==> config.mk <==
export PLATFORM = sky130hd
export DESIGN_NAME = switch_debouncer
export DESIGN_NICKNAME = d
export VERILOG_FILES = /design/src/rtl/switch_debouncer.sv
export SDC_FILE = /design/constraint.sdc
export NUM_CORES = 1
export LEC_CHECK = 0
export ABC_CLOCK_PERIOD_IN_PS = 3110
export CORE_MARGIN = 3
export CORE_UTILIZATION = 61
export DETAILED_ROUTE_END_ITERATION = 8
export GPL_TIMING_DRIVEN = 0
export PLACE_DENSITY = 0.82
export REMOVE_ABC_BUFFERS = 1
export SETUP_SLACK_MARGIN = 0.15
export SLEW_MARGIN = 20
export SYNTH_ARGS = -nofsm -noshare
export SYNTH_HDL_FRONTEND = slang
export SYNTH_SLANG_ARGS = --single-unit
export TNS_END_PERCENT = 1
==> constraint.sdc <==
create_clock -name Clk -period 3.11 [get_ports Clk]
set_input_delay 0.622 -clock Clk [delete_from_list [all_inputs] [get_ports Clk]]
set_output_delay 0.622 -clock Clk [all_outputs]
set_load 0.01 [all_outputs]
==> src/rtl/switch_debouncer.sv <==
// switch_debouncer
//   Per-channel conditioning of raw switch/pushbutton inputs: a two-flop
//   synchroniser followed by a counter-based debounce FSM. Each channel
//   produces a clean registered level plus one-cycle rise/fall strobes that
//   are registered in the same cycle as the level change.
module switch_debouncer #(
    parameter int N               = 1,
    parameter int DEBOUNCE_CYCLES = 50000
) (
    input  logic         Clk,
    input  logic         Reset,
    input  logic [N-1:0] Raw,
    output logic [N-1:0] Level,
    output logic [N-1:0] Rise,
    output logic [N-1:0] Fall
);

    // Counter width is derived from the debounce length and is not meant to be overridden.
    localparam int CNT_W = $clog2(DEBOUNCE_CYCLES + 1);

    localparam logic [CNT_W-1:0] CNT_ZERO = CNT_W'(0);
    localparam logic [CNT_W-1:0] CNT_ONE  = CNT_W'(1);
    localparam logic [CNT_W-1:0] CNT_LAST = CNT_W'(DEBOUNCE_CYCLES - 1);

    // With a one-cycle debounce a change is accepted straight from the
    // STABLE state, so the WAIT states are never entered.
    localparam bit SINGLE_CYCLE = (DEBOUNCE_CYCLES == 1);

    typedef enum logic [1:0] {
        STABLE_LO = 2'b00,
        WAIT_HI   = 2'b01,
        STABLE_HI = 2'b10,
        WAIT_LO   = 2'b11
    } state_t;

    logic [N-1:0]     s1_r;
    logic [N-1:0]     s2_r;
    state_t           state_r [N];
    logic [CNT_W-1:0] cnt_r   [N];
    logic [N-1:0]     level_r;
    logic [N-1:0]     rise_r;
    logic [N-1:0]     fall_r;

    // Two-flop synchroniser; only s2_r is ever seen by the debounce FSM.
    always_ff @(posedge Clk or posedge Reset) begin
        if (Reset) begin
            s1_r <= {N{1'b0}};
            s2_r <= {N{1'b0}};
        end else begin
            s1_r <= Raw;
            s2_r <= s1_r;
        end
    end

    // Per-channel debounce FSM; level and strobes are registered together on acceptance.
    always_ff @(posedge Clk or posedge Reset) begin
        if (Reset) begin
            for (int i = 0; i < N; i++) begin
                state_r[i] <= STABLE_LO;
                cnt_r[i]   <= CNT_ZERO;
            end
            level_r <= {N{1'b0}};
            rise_r  <= {N{1'b0}};
            fall_r  <= {N{1'b0}};
        end else begin
            for (int i = 0; i < N; i++) begin
                // Strobes are single-cycle: cleared unless this cycle accepts a change.
                rise_r[i] <= 1'b0;
                fall_r[i] <= 1'b0;
                case (state_r[i])
                    STABLE_LO: begin
                        if (s2_r[i]) begin
                            if (SINGLE_CYCLE) begin
                                state_r[i] <= STABLE_HI;
                                level_r[i] <= 1'b1;
                                rise_r[i]  <= 1'b1;
                                cnt_r[i]   <= CNT_ZERO;
                            end else begin
                                state_r[i] <= WAIT_HI;
                                cnt_r[i]   <= CNT_ONE;
                            end
                        end else begin
                            cnt_r[i] <= CNT_ZERO;
                        end
                    end
                    WAIT_HI: begin
                        if (!s2_r[i]) begin
                            // Bounce back to low: discard the partial count, no strobe.
                            state_r[i] <= STABLE_LO;
                            cnt_r[i]   <= CNT_ZERO;
                        end else if (cnt_r[i] == CNT_LAST) begin
                            state_r[i] <= STABLE_HI;
                            level_r[i] <= 1'b1;
                            rise_r[i]  <= 1'b1;
                            cnt_r[i]   <= CNT_ZERO;
                        end else begin
                            cnt_r[i] <= cnt_r[i] + CNT_ONE;
                        end
                    end
                    STABLE_HI: begin
                        if (!s2_r[i]) begin
                            if (SINGLE_CYCLE) begin
                                state_r[i] <= STABLE_LO;
                                level_r[i] <= 1'b0;
                                fall_r[i]  <= 1'b1;
                                cnt_r[i]   <= CNT_ZERO;
                            end else begin
                                state_r[i] <= WAIT_LO;
                                cnt_r[i]   <= CNT_ONE;
                            end
                        end else begin
                            cnt_r[i] <= CNT_ZERO;
                        end
                    end
                    WAIT_LO: begin
                        if (s2_r[i]) begin
                            // Bounce back to high: discard the partial count, no strobe.
                            state_r[i] <= STABLE_HI;
                            cnt_r[i]   <= CNT_ZERO;
                        end else if (cnt_r[i] == CNT_LAST) begin
                            state_r[i] <= STABLE_LO;
                            level_r[i] <= 1'b0;
                            fall_r[i]  <= 1'b1;
                            cnt_r[i]   <= CNT_ZERO;
                        end else begin
                            cnt_r[i] <= cnt_r[i] + CNT_ONE;
                        end
                    end
                    default: begin
                        // Unreachable encoding: recover to the reset state.
                        state_r[i] <= STABLE_LO;
                        cnt_r[i]   <= CNT_ZERO;
                        level_r[i] <= 1'b0;
                    end
                endcase
            end
        end
    end

    assign Level = level_r;
    assign Rise  = rise_r;
    assign Fall  = fall_r;

endmodule

==> results.md, run 1 <==
Status:
- The run finished with clean final reports.

Route:
- The post-detailed-route via-to-cell ratio is 5.62.
- Once detail routing completed, the nets flagged for antenna violations numbered 0.
- The detailed-route DRC error count is 0.
- The wire length per cell is 13.5 µm.
- The routed wire length is 1760 µm.
- The via total after detailed routing is 731.
- In this run, the number of DRC markers left after iteration 0 of detailed routing was 15.
- The length of the first detailed-routing pass in iterations is 4.

Setup path:
- The critical path data arrival time is 2420 ps.
- The critical path launch point type is a flop.
- The critical path goes through nor4bb_1, and4_4, or3b_1, nor2_1.
- The critical path data required time is 3260 ps.
- For this run, the slowest stage of the critical path takes 820 ps.
- Along the worst path, the maximum fanout reaches 15.
- The length in cells of the worst reg-to-reg path is 4.
- The critical path start-end classification is flop to flop.
- STA classifies the critical path endpoint as a flop.
- The slowest library cell on the worst path is sky130_fd_sc_hd__or3b_1.

CTS:
- The cell sitting at the root of the clock tree is a sky130_fd_sc_hd__clkbuf_4.
- Counting the buffers created by CTS gives 3.
- For this design, the CTS-stage hold fixing added 0 buffers.
- The sink count of the clock tree is 23.
- No sink is reached through more buffers than the 2 on the longest clock path.
- Once the clock tree was built, the setup fixing pass inserted 0 buffers.
- The clock transition time at the flip-flop clock pins of the worst setup and hold paths is 110 ps.
- The number of cells upsized or downsized after cts is 0.
- TritonCTS built the clock tree.
- CTS built an H-tree with a depth of 1.
- At the later pin of the worst-skew pair, clock insertion delay measures 300 ps.

Global routing:
- Entering global routing, the biggest net connects 24 pins.
- The number of antenna violations at the first check in global routing was 0.
- The first global-routing pass estimated 3280 µm of wire.
- After global routing the overflow that remains totals 0.
- The combined global-route utilization of all metal layers is 17.5%.
- The number of global-route vias before repair is 720.

Timing:
- The fmax is 0.441 GHz.
- Setup violations remaining at the end of the flow were counted as 0.
- Of the available clock period, the critical path in the final layout requires 72.9%.
- The number of hold-slack violations in the final timing report is 0.
- The setup slack of the critical path after layout is 841 ps.
- Subtracting the final worst setup slack from the clock period gives 2270 ps.
- The worst clock skew on the final layout is 2.70 ps.
- Setup repair after global routing left no endpoint under its margin.
- The count of final max-slew check failures came to 0.
- Measured against its own limit, the worst slew margin works out to 28.7%.
- At the pin with the least slew margin, the transition time is 1070 ps.
- In the final timing run, aggregate negative setup slack is 0 ps.

Final layout:
- The area overhead of the layout relative to synthesis is 6.59%.
- The antenna diode instance count is 0.
- The ratio of cells with drive above 1 in the final layout is 15.1%.
- In the layout the commonest cells are sky130_fd_sc_hd__dfrtp_1, sky130_fd_sc_hd__xnor2_1, sky130_fd_sc_hd__nor2_4.
- The library cell used most frequently in the layout, excluding fill and tap cells, is sky130_fd_sc_hd__dfrtp_1.
- The number of nets in the layout is 111.
- The number of standard cells in the final layout excluding fillers is 130.

Synthesis:
- After synthesis the netlist holds a flip-flop and latch count of 23.
- The synthesized netlist cell count is 99.
- The summed instance area of the synthesized netlist is 0.00114 mm².
- After synthesis, the mean cell area works out to 11.5 µm².
- The number of library cell types mapped by synthesis is 27.
- For this run, the register share of the synthesized area comes to 50.5%.
- Yosys printed 0 warnings.

Power and ir drop:
- For this design the ratio of total power to cell area is 375 mW/mm².
- VDD sags by at most 0.368 mV.
- The total internal power is 358 µW.
- The static power due to leakage is 0.000451 µW.
- The reported net switching power is 97.8 µW.
- The part of the total power dissipated in sequential elements is 67.0%.
- Of the total power, the clock network draws 28.4%.
- The switching part of the total power is 21.4%.
- The combinational share of power is 4.5%.

Placed design:
- OpenSTA, run right after detailed placement, puts the worst setup slack at 856 ps.
- Routability-driven placement finished with a final weighted congestion of 0.856.
- The detailed placement HPWL is 1260 µm.
- The total placed cells including tap cells is 126.
- Buffers placed on the I/O ports in this run total 5.

Die:
- The die covers 0.00242 mm².
- The initial utilization of the core area, before any placement, comes to 70.0%.
- The die is 49.2 µm tall.
- The I/O pin total is 6.
- The floorplan step set the die width to 49.2 µm.
- The floorplan has 14 rows.
- The core region is 0.00163 mm².

Worst hold path:
- The worst hold path was traced through 0 stages.
- The worst hold-check path type is flop to flop.

Flow run:
- The number of max-cap violations is 0.
final timing paths:
path	start	endpoint	slack [ps]
min reg2reg	s1_r	s2_r	370
max in group asynchronous	Reset	cnt_r[15]	1810
min	s1_r	s2_r	370
max reg2reg	cnt_r[11]	cnt_r[14]	840
max	cnt_r[11]	cnt_r[14]	840
min in group asynchronous	Reset	cnt_r[5]	790
synthesized netlist by cell type:
cell | count | area (µm²)
sky130_fd_sc_hd__o21a_1 | 1 | 7.51
sky130_fd_sc_hd__nor4_1 | 4 | 25.0
sky130_fd_sc_hd__a21boi_0 | 1 | 7.51
sky130_fd_sc_hd__and4_4 | 1 | 11.3
sky130_fd_sc_hd__nor2_2 | 1 | 6.26
sky130_fd_sc_hd__dfrtp_1 | 23 | 576
sky130_fd_sc_hd__inv_1 | 6 | 22.5
sky130_fd_sc_hd__a21oi_1 | 1 | 5.00
sky130_fd_sc_hd__xor2_1 | 2 | 17.5
sky130_fd_sc_hd__nor3b_1 | 1 | 7.51
sky130_fd_sc_hd__or3b_1 | 1 | 8.76
sky130_fd_sc_hd__xnor2_1 | 13 | 114
sky130_fd_sc_hd__nand2_1 | 2 | 7.51
sky130_fd_sc_hd__buf_12 | 1 | 20.0
sky130_fd_sc_hd__nand4_1 | 4 | 25.0
sky130_fd_sc_hd__buf_6 | 1 | 11.3
sky130_fd_sc_hd__nor2_4 | 9 | 101
sky130_fd_sc_hd__nand3_1 | 6 | 30.0
sky130_fd_sc_hd__nor2_1 | 8 | 30.0
sky130_fd_sc_hd__a211o_1 | 1 | 8.76
sky130_fd_sc_hd__and3_4 | 1 | 11.3
sky130_fd_sc_hd__and4_1 | 1 | 8.76
sky130_fd_sc_hd__ha_1 | 1 | 12.5
sky130_fd_sc_hd__nor4b_1 | 1 | 8.76
sky130_fd_sc_hd__nor4bb_1 | 2 | 20.0
sky130_fd_sc_hd__mux2_2 | 1 | 11.3
sky130_fd_sc_hd__nor3_1 | 5 | 25.0
state kept, by name (all words and copies together), names as in the netlist, named ones only:
signal / cells
Fall: 1
Level: 1
cnt_r: 16
state_r: 1
s1_r: 1
s2_r: 1
Rise: 1
power by group through the flow:
stage	logic, µW	registers [µW]	clock network [µW]
5_1_grt	23.7	307	151
6_report	20.7	306	130
3_5_place_dp	21.3	312	0
3_3_place_gp	20.8	311	0
4_1_cts	21.4	306	137
2_1_floorplan	15.4	311	0
critical path, delay by kind of cell (launching register included):
kind / cells / cell delay, ps
AND/OR/NAND/NOR: 4 / 1640
flip-flops: 1 / 470
per-layer routing:
layer	GRT usage [%]	part of all wire [%]	vias up
met5	0	0	-
li1	-	-	357
met3	3.67	3.1	2
met1	25.1	48	359
met2	26.1	48	13
met4	5.69	0.57	0
metrics by stage:
stage	power (µW)	utilization (%)	cell area, µm²	hold WS (ps)
global placement	332	73.0	1190	333
detailed placement	333	73.0	1190	341
floorplan	326	-	1110	331
CTS	464	74.6	1210	368
finish	456	74.6	1210	366
global route	482	74.6	1210	376
logic make-up after synthesis:
group	after synthesis	synth area share, %
mux	1	0.988
fa+ha+maj	1	1.10
flops	23	50.5
buf+inv	8	4.72
simple gates	47	28.7
xor+xnor	15	11.5
compound gates	4	2.52
area by class of cell:
type	count	area, µm²
Fill cell	124	414
Inverter	6	22.5
Timing Repair Buffer	5	50.0
Multi-Input combinational cell	68	510
Sequential cell	23	576
Clock buffer	4	26.3
Tap cell	24	30.0
No activity file was read; power rests on OpenSTA's default activity.
==> inputs of run 2 (changes only) <==
--- a/config.mk
+++ b/config.mk
@@ -5,12 +5,12 @@
 export SDC_FILE = /design/constraint.sdc
 export NUM_CORES = 1
 export LEC_CHECK = 0
-export ABC_CLOCK_PERIOD_IN_PS = 3110
+export ABC_CLOCK_PERIOD_IN_PS = 2000
 export CORE_MARGIN = 3
-export CORE_UTILIZATION = 61
+export CORE_UTILIZATION = 52
 export DETAILED_ROUTE_END_ITERATION = 8
 export GPL_TIMING_DRIVEN = 0
-export PLACE_DENSITY = 0.82
+export PLACE_DENSITY = 0.74
 export REMOVE_ABC_BUFFERS = 1
 export SETUP_SLACK_MARGIN = 0.15
 export SLEW_MARGIN = 20
==> constraint.sdc (replaced) <==
create_clock -name Clk -period 2 [get_ports Clk]
set_input_delay 0.4 -clock Clk [delete_from_list [all_inputs] [get_ports Clk]]
set_output_delay 0.4 -clock Clk [all_outputs]
set_load 0.01 [all_outputs]
==> run 2 against run 1 <==
Net effect:
- flip-flop and latch count stayed put
- first-iteration DRC count rose by 20%
- register-to-register slack got worse by 660 ps
- worst hold slack better by 15 ps
- clock-buffer cell count fell by 1
- non-clock buffer count increased by 7
- sequential share of layout area fell by 2.9 points
- die area increased by 15%
- final cell count grew 8.5%
- sequential power is 56% higher
- highest routed layer unchanged
==> results.md, run 2 (synthesis results as in run 1) <==
Status:
- Status: completed (unchanged).

Route:
- The wire length per cell was 14.1 µm (was 13.5 µm).
- The post-detailed-route via-to-cell ratio is 5.38 (was 5.62).
- The routed wire length came to 1980 µm (was 1760 µm).
- The detailed-route DRC error count came to 0 (unchanged).
- The via total after detailed routing is 759 (was 731).
- The detailed router's first-iteration violation count was 18 (was 15).
- The final antenna-violating net count is 0 (unchanged).
- The length of the first detailed-routing pass in iterations was 4 (unchanged).

Setup path:
- The slowest library cell on the worst path is sky130_fd_sc_hd__dfrtp_1 (was sky130_fd_sc_hd__or3b_1).
- The length in cells of the worst reg-to-reg path is 6 (was 4).
- The critical path start-end classification is flop to flop (unchanged).
- The kind of end point of the critical path was a flop (unchanged).
- The critical path data arrival time is 2070 ps (was 2420 ps).
- The critical path launch point type is a flop (unchanged).
- The critical path data required time came to 2260 ps (was 3260 ps).
- The maximum net fanout on the critical path is 6 (was 15).
- The worst stage delay on the critical path was 440 ps (was 820 ps).
- Crit path cell chain: ha_2, and3_4, and4_4, or3b_4, buf_4, nor2_1 (was nor4bb_1, and4_4, or3b_1, nor2_1).

Die:
- The I/O pin total is 6 (unchanged).
- The die area was 0.00279 mm² (was 0.00242 mm²).
- The die span in x was 52.8 µm (was 49.2 µm).
- The row count is 16 (was 14).
- The die height is 52.8 µm (was 49.2 µm).
- The core footprint came to 0.00202 mm² (was 0.00163 mm²).
- The effective utilization at floorplan is 56.4% (was 70.0%).

Flow run:
- The number of max-cap violations was 0 (unchanged).

Final layout:
- The ratio of cells with drive above 1 in the final layout is 24.6% (was 15.1%).
- The area overhead of the layout relative to synthesis is 13.6% (was 6.59%).
- The flip-flop count of the largest register, all copies and words added is 16 (unchanged).
- The antenna diode instance count is 0 (unchanged).
- The register with the most flip-flops is cnt_r (unchanged).
- The most common library cell in the layout ignoring fill and taps is sky130_fd_sc_hd__dfrtp_1 (unchanged).
- Top library cells by usage in the layout, fill and taps aside: sky130_fd_sc_hd__dfrtp_1, sky130_fd_sc_hd__xnor2_1, sky130_fd_sc_hd__nor2_4 (unchanged).
- The number of standard cells in the final layout excluding fillers came to 141 (was 130).
- The number of nets in the layout came to 119 (was 111).

CTS:
- The CTS tree is built (unchanged).
- The total of hold buffers inserted after clock tree synthesis was 0 (unchanged).
- The clock root buffer is sky130_fd_sc_hd__clkbuf_4 (unchanged).
- The total clock buffers created by CTS is 3 (unchanged).
- The clock transition time at the flip-flop clock pins of the worst setup and hold paths came to 130 ps (was 110 ps).
- The sink count of the clock tree is 23 (unchanged).
- The insertion delay of the later-clocked pin in the worst-skew pair is 310 ps (was 300 ps).
- The maximum clock path buffer count came to 2 (unchanged).
- The H-tree level count was 1 (unchanged).

Global routing:
- The overall overflow remaining after global route is 0 (unchanged).
- The pin count of the biggest net entering global routing was 24 (unchanged).
- The number of antenna violations at the first check in global routing is 0 (unchanged).
- The combined global-route utilization of all metal layers is 16.5% (was 17.5%).
- The global-route wire length before repair came to 3200 µm (was 3280 µm).
- The number of global-route vias before repair is 732 (was 720).

Worst hold path:
- The hold-critical path depth came to 0 (unchanged).
- The worst hold-check path type is flop to flop (unchanged).

Power and ir drop:
- The combinational share of power is 6.4% (was 4.5%).
- The switching part of the total power is 23.4% (was 21.4%).
- The part of the total power dissipated in sequential elements is 64.4% (was 67.0%).
- The final total power came to 739 µW (was 456 µW).
- The static power due to leakage came to 0.000490 µW (was 0.000451 µW).
- The clock share of power was 29.2% (was 28.4%).
- The reported net switching power is 173 µW (was 97.8 µW).
- The maximum vdd ir drop was 0.486 mV (was 0.368 mV).
- The total internal power is 566 µW (was 358 µW).
- The ratio of total power to cell area came to 571 mW/mm² (was 375 mW/mm²).

Timing:
- The worst-margin pin slew came to 837 ps (was 1070 ps).
- The final critical-path share of the clock period is 90.9% (was 72.9%).
- Setup repair after global routing missed its margin: true (was false).
- The worst hold slack was 381 ps (was 366 ps).
- The total of endpoints with negative setup slack in the final report came to 0 (unchanged).
- The fmax came to 0.550 GHz (was 0.441 GHz).
- The number of hold-slack violations in the final timing report is 0 (unchanged).
- The count of final max-slew check failures came to 0 (unchanged).
- The minimum clock period after layout is 1820 ps (was 2270 ps).
- The worst clock skew on the final layout is 6.32 ps (was 2.70 ps).
- The setup TNS is 0 ps (unchanged).
- The relative max-transition margin is 44.2% (was 28.7%).

Placed design:
- The detailed placement HPWL came to 1280 µm (was 1260 µm).
- The total of buffers placed on input and output ports was 5 (unchanged).
- The routability congestion estimate was 0.768 (was 0.856).
- The total placed cells including tap cells is 129 (was 126).
run 2: cell types whose count changed in the layout (fill, tap and decap cells not counted), sizes merged:
cell / change
clkbuf: -1
buf: +7
or3b: +1
clkinv: +1
run 2: final cells by class:
type | count | area, µm²
Inverter | 6 | 22.5
Sequential cell | 23 | 576
Tap cell | 27 | 33.8
Timing Repair Buffer | 12 | 103
Multi-Input combinational cell | 69 | 533
Clock buffer | 3 | 22.5
Fill cell | 162 | 727
Clock inverter | 1 | 5.00
run 2: path summary, 6_finish.rpt:
kind	start	end	slack, ps
max in group asynchronous	Reset	cnt_r[14]	940
min	s1_r	s2_r	380
min reg2reg	s1_r	s2_r	380
min in group asynchronous	Reset	cnt_r[5]	540
max	cnt_r[0]	cnt_r[11]	180
max reg2reg	cnt_r[0]	cnt_r[11]	180
run 2: critical path, delay by kind of cell, from the launching register on:
family	cells	cell delay [ps]
AND/OR/NAND/NOR	4	930
flip-flops	1	440
adder cells (fa/ha/maj)	1	230
buffers and inverters	1	170
run 2: power groups by stage:
stage                     Combinational, µW  Sequential, µW  Clock, µW
after global placement                 32.2             484          0
final                                  47.1             476        216
after floorplan                        24.0             483          0
after detailed placement               33.0             485          0
after CTS                              34.4             476        222
after global routing                   51.5             477        241
run 2: repair_timing:
action / in CTS / in global routing
pin swaps: 1 / 1
gates resized for setup: 2 / 3
endpoints found under the setup margin: 15 / 15
buffers inserted: 0 / 7
cloned: 0 / 1
run 2: per-stage QoR:
stage | setup WS, ps | area (µm²) | utilization, %
after global routing | 123 | 1290 | 64.0
after floorplan | -6.21 | 1110 | -
after global placement | -245 | 1190 | 59.0
after detailed placement | -305 | 1190 | 59.0
after CTS | 120 | 1220 | 60.5
final | 182 | 1290 | 64.0
run 2: metal layers:
metal  track usage [%]  vias up  wire length [µm]
met2              25.4       13               997
met1              20.2      365               863
met4              11.1        0                58
met5                 0        -                 0
met3              3.99        8                65
li1                  -      373                 -
==> inputs of run 3 (changes only) <==
--- a/config.mk
+++ b/config.mk
@@ -6,11 +6,11 @@
 export NUM_CORES = 1
 export LEC_CHECK = 0
 export ABC_CLOCK_PERIOD_IN_PS = 2000
-export CORE_MARGIN = 3
-export CORE_UTILIZATION = 52
+export CORE_UTILIZATION = 50
+export CTS_BUF_LIST = sky130_fd_sc_hd__clkbuf_8
 export DETAILED_ROUTE_END_ITERATION = 8
 export GPL_TIMING_DRIVEN = 0
-export PLACE_DENSITY = 0.74
+export PLACE_DENSITY = 0.72
 export REMOVE_ABC_BUFFERS = 1
 export SETUP_SLACK_MARGIN = 0.15
 export SLEW_MARGIN = 20
==> run 3 against run 2 <==
Net effect:
- non-clock buffer count shrank 7
- power grew 8.5%
- flip-flop and latch count did not move
- final cell count shrank 5.0%
- global-route usage grew 0.10 points
- clock skew decreased by 2.3 ps
- wire length fell by 9.7%
- maximum frequency up 3.2%
- combinational power is 23% lower
==> results.md, run 3 (synthesis results as in run 1) <==
Setup path:
- The critical path depth is 5 (was 6).
- The critical path launch point type is a flop (unchanged).
- The endpoint of the lowest-slack register-to-register path was cnt_r[2] (was cnt_r[11]).
- The slowest library cell on the worst path was sky130_fd_sc_hd__or3b_4 (was sky130_fd_sc_hd__dfrtp_1).
- The start of the worst register-to-register path is cnt_r[0] (unchanged).
- The kind of end point of the critical path is a flop (unchanged).
- The critical path start-end classification is flop to flop (unchanged).
- Crit path cell chain: ha_2, and3_4, and4_4, or3b_4, nor2_1 (was ha_2, and3_4, and4_4, or3b_4, buf_4, nor2_1).
- The critical path data arrival time is 1960 ps (was 2070 ps).
- The critical path data required time is 2200 ps (was 2260 ps).
- The category of cells accounting for the largest share of critical-path delay is simple AND/OR/NAND/NOR gates (unchanged).
- The buffers plus inverters on the worst setup path came to 0 (was 1).
- The maximum net fanout on the critical path is 8 (was 6).
- The setup slack on the worst flop-to-flop path was 240 ps (was 180 ps).
- The worst stage delay on the critical path is 490 ps (was 440 ps).
- The length in cells of the worst reg-to-reg path is 5 (was 6).

Die:
- The core footprint is 0.00204 mm² (was 0.00202 mm²).
- The I/O pin total came to 6 (unchanged).
- The die span in x is 49.7 µm (was 52.8 µm).
- The die height is 49.7 µm (was 52.8 µm).
- The effective utilization at floorplan was 55.8% (was 56.4%).
- The die area is 0.00247 mm² (was 0.00279 mm²).
- The row count is 16 (unchanged).

Timing:
- The setup slack of the critical path after layout is 239 ps (was 182 ps).
- The number of hold-slack violations in the final timing report is 0 (unchanged).
- The setup TNS is 0 ps (unchanged).
- The final critical-path share of the clock period came to 88.1% (was 90.9%).
- The fmax was 0.568 GHz (was 0.550 GHz).
- The worst clock skew on the final layout is 4.04 ps (was 6.32 ps).
- The minimum clock period after layout came to 1760 ps (was 1820 ps).
- The count of final max-slew check failures is 0 (unchanged).
- Setup repair after global routing missed its margin: false (was true).
- The total of endpoints with negative setup slack in the final report is 0 (unchanged).
- The relative max-transition margin is 43.6% (was 44.2%).
- The worst-margin pin slew is 845 ps (was 837 ps).

Final layout:
- The flip-flop count of the largest register, all copies and words added was 16 (unchanged).
- The area overhead of the layout relative to synthesis is 10.1% (was 13.6%).
- The ratio of cells with drive above 1 in the final layout is 18.7% (was 24.6%).
- The fill cell total of the finished layout is 166 (was 162).
- The antenna diode instance count was 0 (unchanged).
- The most common library cell in the layout ignoring fill and taps is sky130_fd_sc_hd__dfrtp_1 (unchanged).
- The number of nets in the layout is 112 (was 119).
- Top library cells by usage in the layout, fill and taps aside: sky130_fd_sc_hd__dfrtp_1, sky130_fd_sc_hd__xnor2_1, sky130_fd_sc_hd__nor2_4 (unchanged).
- The register with the most flip-flops is cnt_r (unchanged).
- The number of standard cells in the final layout excluding fillers is 134 (was 141).
- The final core utilization came to 61.5% (was 64.0%).

Route:
- The final antenna-violating net count is 0 (unchanged).
- The routed wire length is 1790 µm (was 1980 µm).
- The length of the first detailed-routing pass in iterations is 4 (unchanged).
- The via total after detailed routing is 730 (was 759).
- The detailed router's first-iteration violation count came to 13 (was 18).
- The post-detailed-route via-to-cell ratio is 5.45 (was 5.38).
- The detailed-route DRC error count was 0 (unchanged).
- The wire length per cell is 13.4 µm (was 14.1 µm).

Placed design:
- The total of buffers placed on input and output ports is 5 (unchanged).
- The detailed placement HPWL is 1200 µm (was 1280 µm).
- The total placed cells including tap cells is 129 (unchanged).
- The routability congestion estimate is 0.793 (was 0.768).
- The post-place setup slack is -305 ps (about the same).

Global routing:
- The number of antenna violations at the first check in global routing is 0 (unchanged).
- The global-route wire length before repair was 3060 µm (was 3200 µm).
- The pin count of the biggest net entering global routing came to 24 (unchanged).
- The number of global-route vias before repair came to 701 (was 732).
- The combined global-route utilization of all metal layers came to 16.6% (was 16.5%).
- The overall overflow remaining after global route came to 0 (unchanged).

CTS:
- The total clock buffers created by CTS is 3 (unchanged).
- The sink count of the clock tree was 23 (unchanged).
- The clock root buffer is sky130_fd_sc_hd__clkbuf_8 (was sky130_fd_sc_hd__clkbuf_4).
- The number of buffers inserted to repair setup after CTS came to 0 (unchanged).
- The maximum clock path buffer count is 2 (unchanged).
- The insertion delay of the later-clocked pin in the worst-skew pair is 270 ps (was 310 ps).
- The clock transition time at the flip-flop clock pins of the worst setup and hold paths is 80 ps (was 130 ps).
- The H-tree level count is 1 (unchanged).
- The CTS tree was built (unchanged).

Flow run:
- The number of max-cap violations is 0 (unchanged).

Power and ir drop:
- The ratio of total power to cell area came to 639 mW/mm² (was 571 mW/mm²).
- The static power due to leakage came to 0.000464 µW (was 0.000490 µW).
- The final total power is 802 µW (was 739 µW).
- The maximum vdd ir drop is 0.487 mV (was 0.486 mV).

Worst hold path:
- The startpoint of the tightest hold check path is s1_r (unchanged).
- The hold-critical path depth is 0 (unchanged).
- The destination of the worst hold path is s2_r (unchanged).
- The worst hold-check path type is flop to flop (unchanged).

Status:
- Status: completed (unchanged).
## run 3: changes by cell type in the layout (fill, tap and decap cells not counted)
| cell | before | now |
|---|---|---|
| sky130_fd_sc_hd__clkbuf_8 | 0 | 3 |
| sky130_fd_sc_hd__buf_4 | 7 | 0 |
| sky130_fd_sc_hd__nor4b_2 | 1 | 0 |
| sky130_fd_sc_hd__nor4b_1 | 0 | 1 |
| sky130_fd_sc_hd__clkbuf_4 | 3 | 0 |
## run 3: worst reg2reg max path, stage by stage, from the launching register on
cell,delay [ps]
sky130_fd_sc_hd__dfrtp_1,420
sky130_fd_sc_hd__ha_2,230
sky130_fd_sc_hd__and3_4,190
sky130_fd_sc_hd__and4_4,190
sky130_fd_sc_hd__or3b_4,490
sky130_fd_sc_hd__nor2_1,160
## run 3: layout make-up
type                            instances  area, µm²  area share [%]
Clock buffer                            3       41.3            3.29
Clock inverter                          1       5.00           0.399
Inverter                                6       22.5            1.79
Tap cell                               27       33.8            2.69
Multi-Input combinational cell         69        527            42.0
Sequential cell                        23        576            45.9
Timing Repair Buffer                    5       50.0            3.99
## run 3: what timing repair did
item / in CTS / in global routing
endpoints found under the setup margin: 15 / 15
gates cloned: 0 / 1
hold buffers: 0 / 0
gates resized for setup: 2 / 2
pin swaps: 1 / 1
## run 3: layer usage
layer	wire, µm	up-vias	global-route usage, %
met1	853	355	22.7
met2	847	11	24.3
met5	0	-	0
met4	16	0	5.71
met3	74	3	5.86
li1	-	361	-
## run 3: through the flow
| stage | hold WS, ps | area [µm²] |
|---|---|---|
| after CTS | 367 | 1240 |
| after global placement | 332 | 1190 |
| after global routing | 389 | 1250 |
| final | 372 | 1250 |
| after detailed placement | 348 | 1190 |
| after floorplan | 331 | 1110 |
## run 3: worst max-delay path by stage
| stage | start | to | slack (ps) |
|---|---|---|---|
| after detailed placement | cnt_r[7] | cnt_r[2] | -300 |
| after global placement | cnt_r[7] | cnt_r[14] | -260 |
| after floorplan | cnt_r[0] | cnt_r[11] | -6 |
| final | cnt_r[0] | cnt_r[2] | 240 |
| after CTS | cnt_r[0] | cnt_r[2] | 130 |
| after global routing | cnt_r[0] | cnt_r[2] | 170 |
## run 3: where the power goes
group          total, µW  leakage (µW)  switching, µW  internal, µW
combinational       36.3      0.000126           24.4          11.9
clock                290     0.0000255            150           139
sequential           476      0.000312           5.45           470
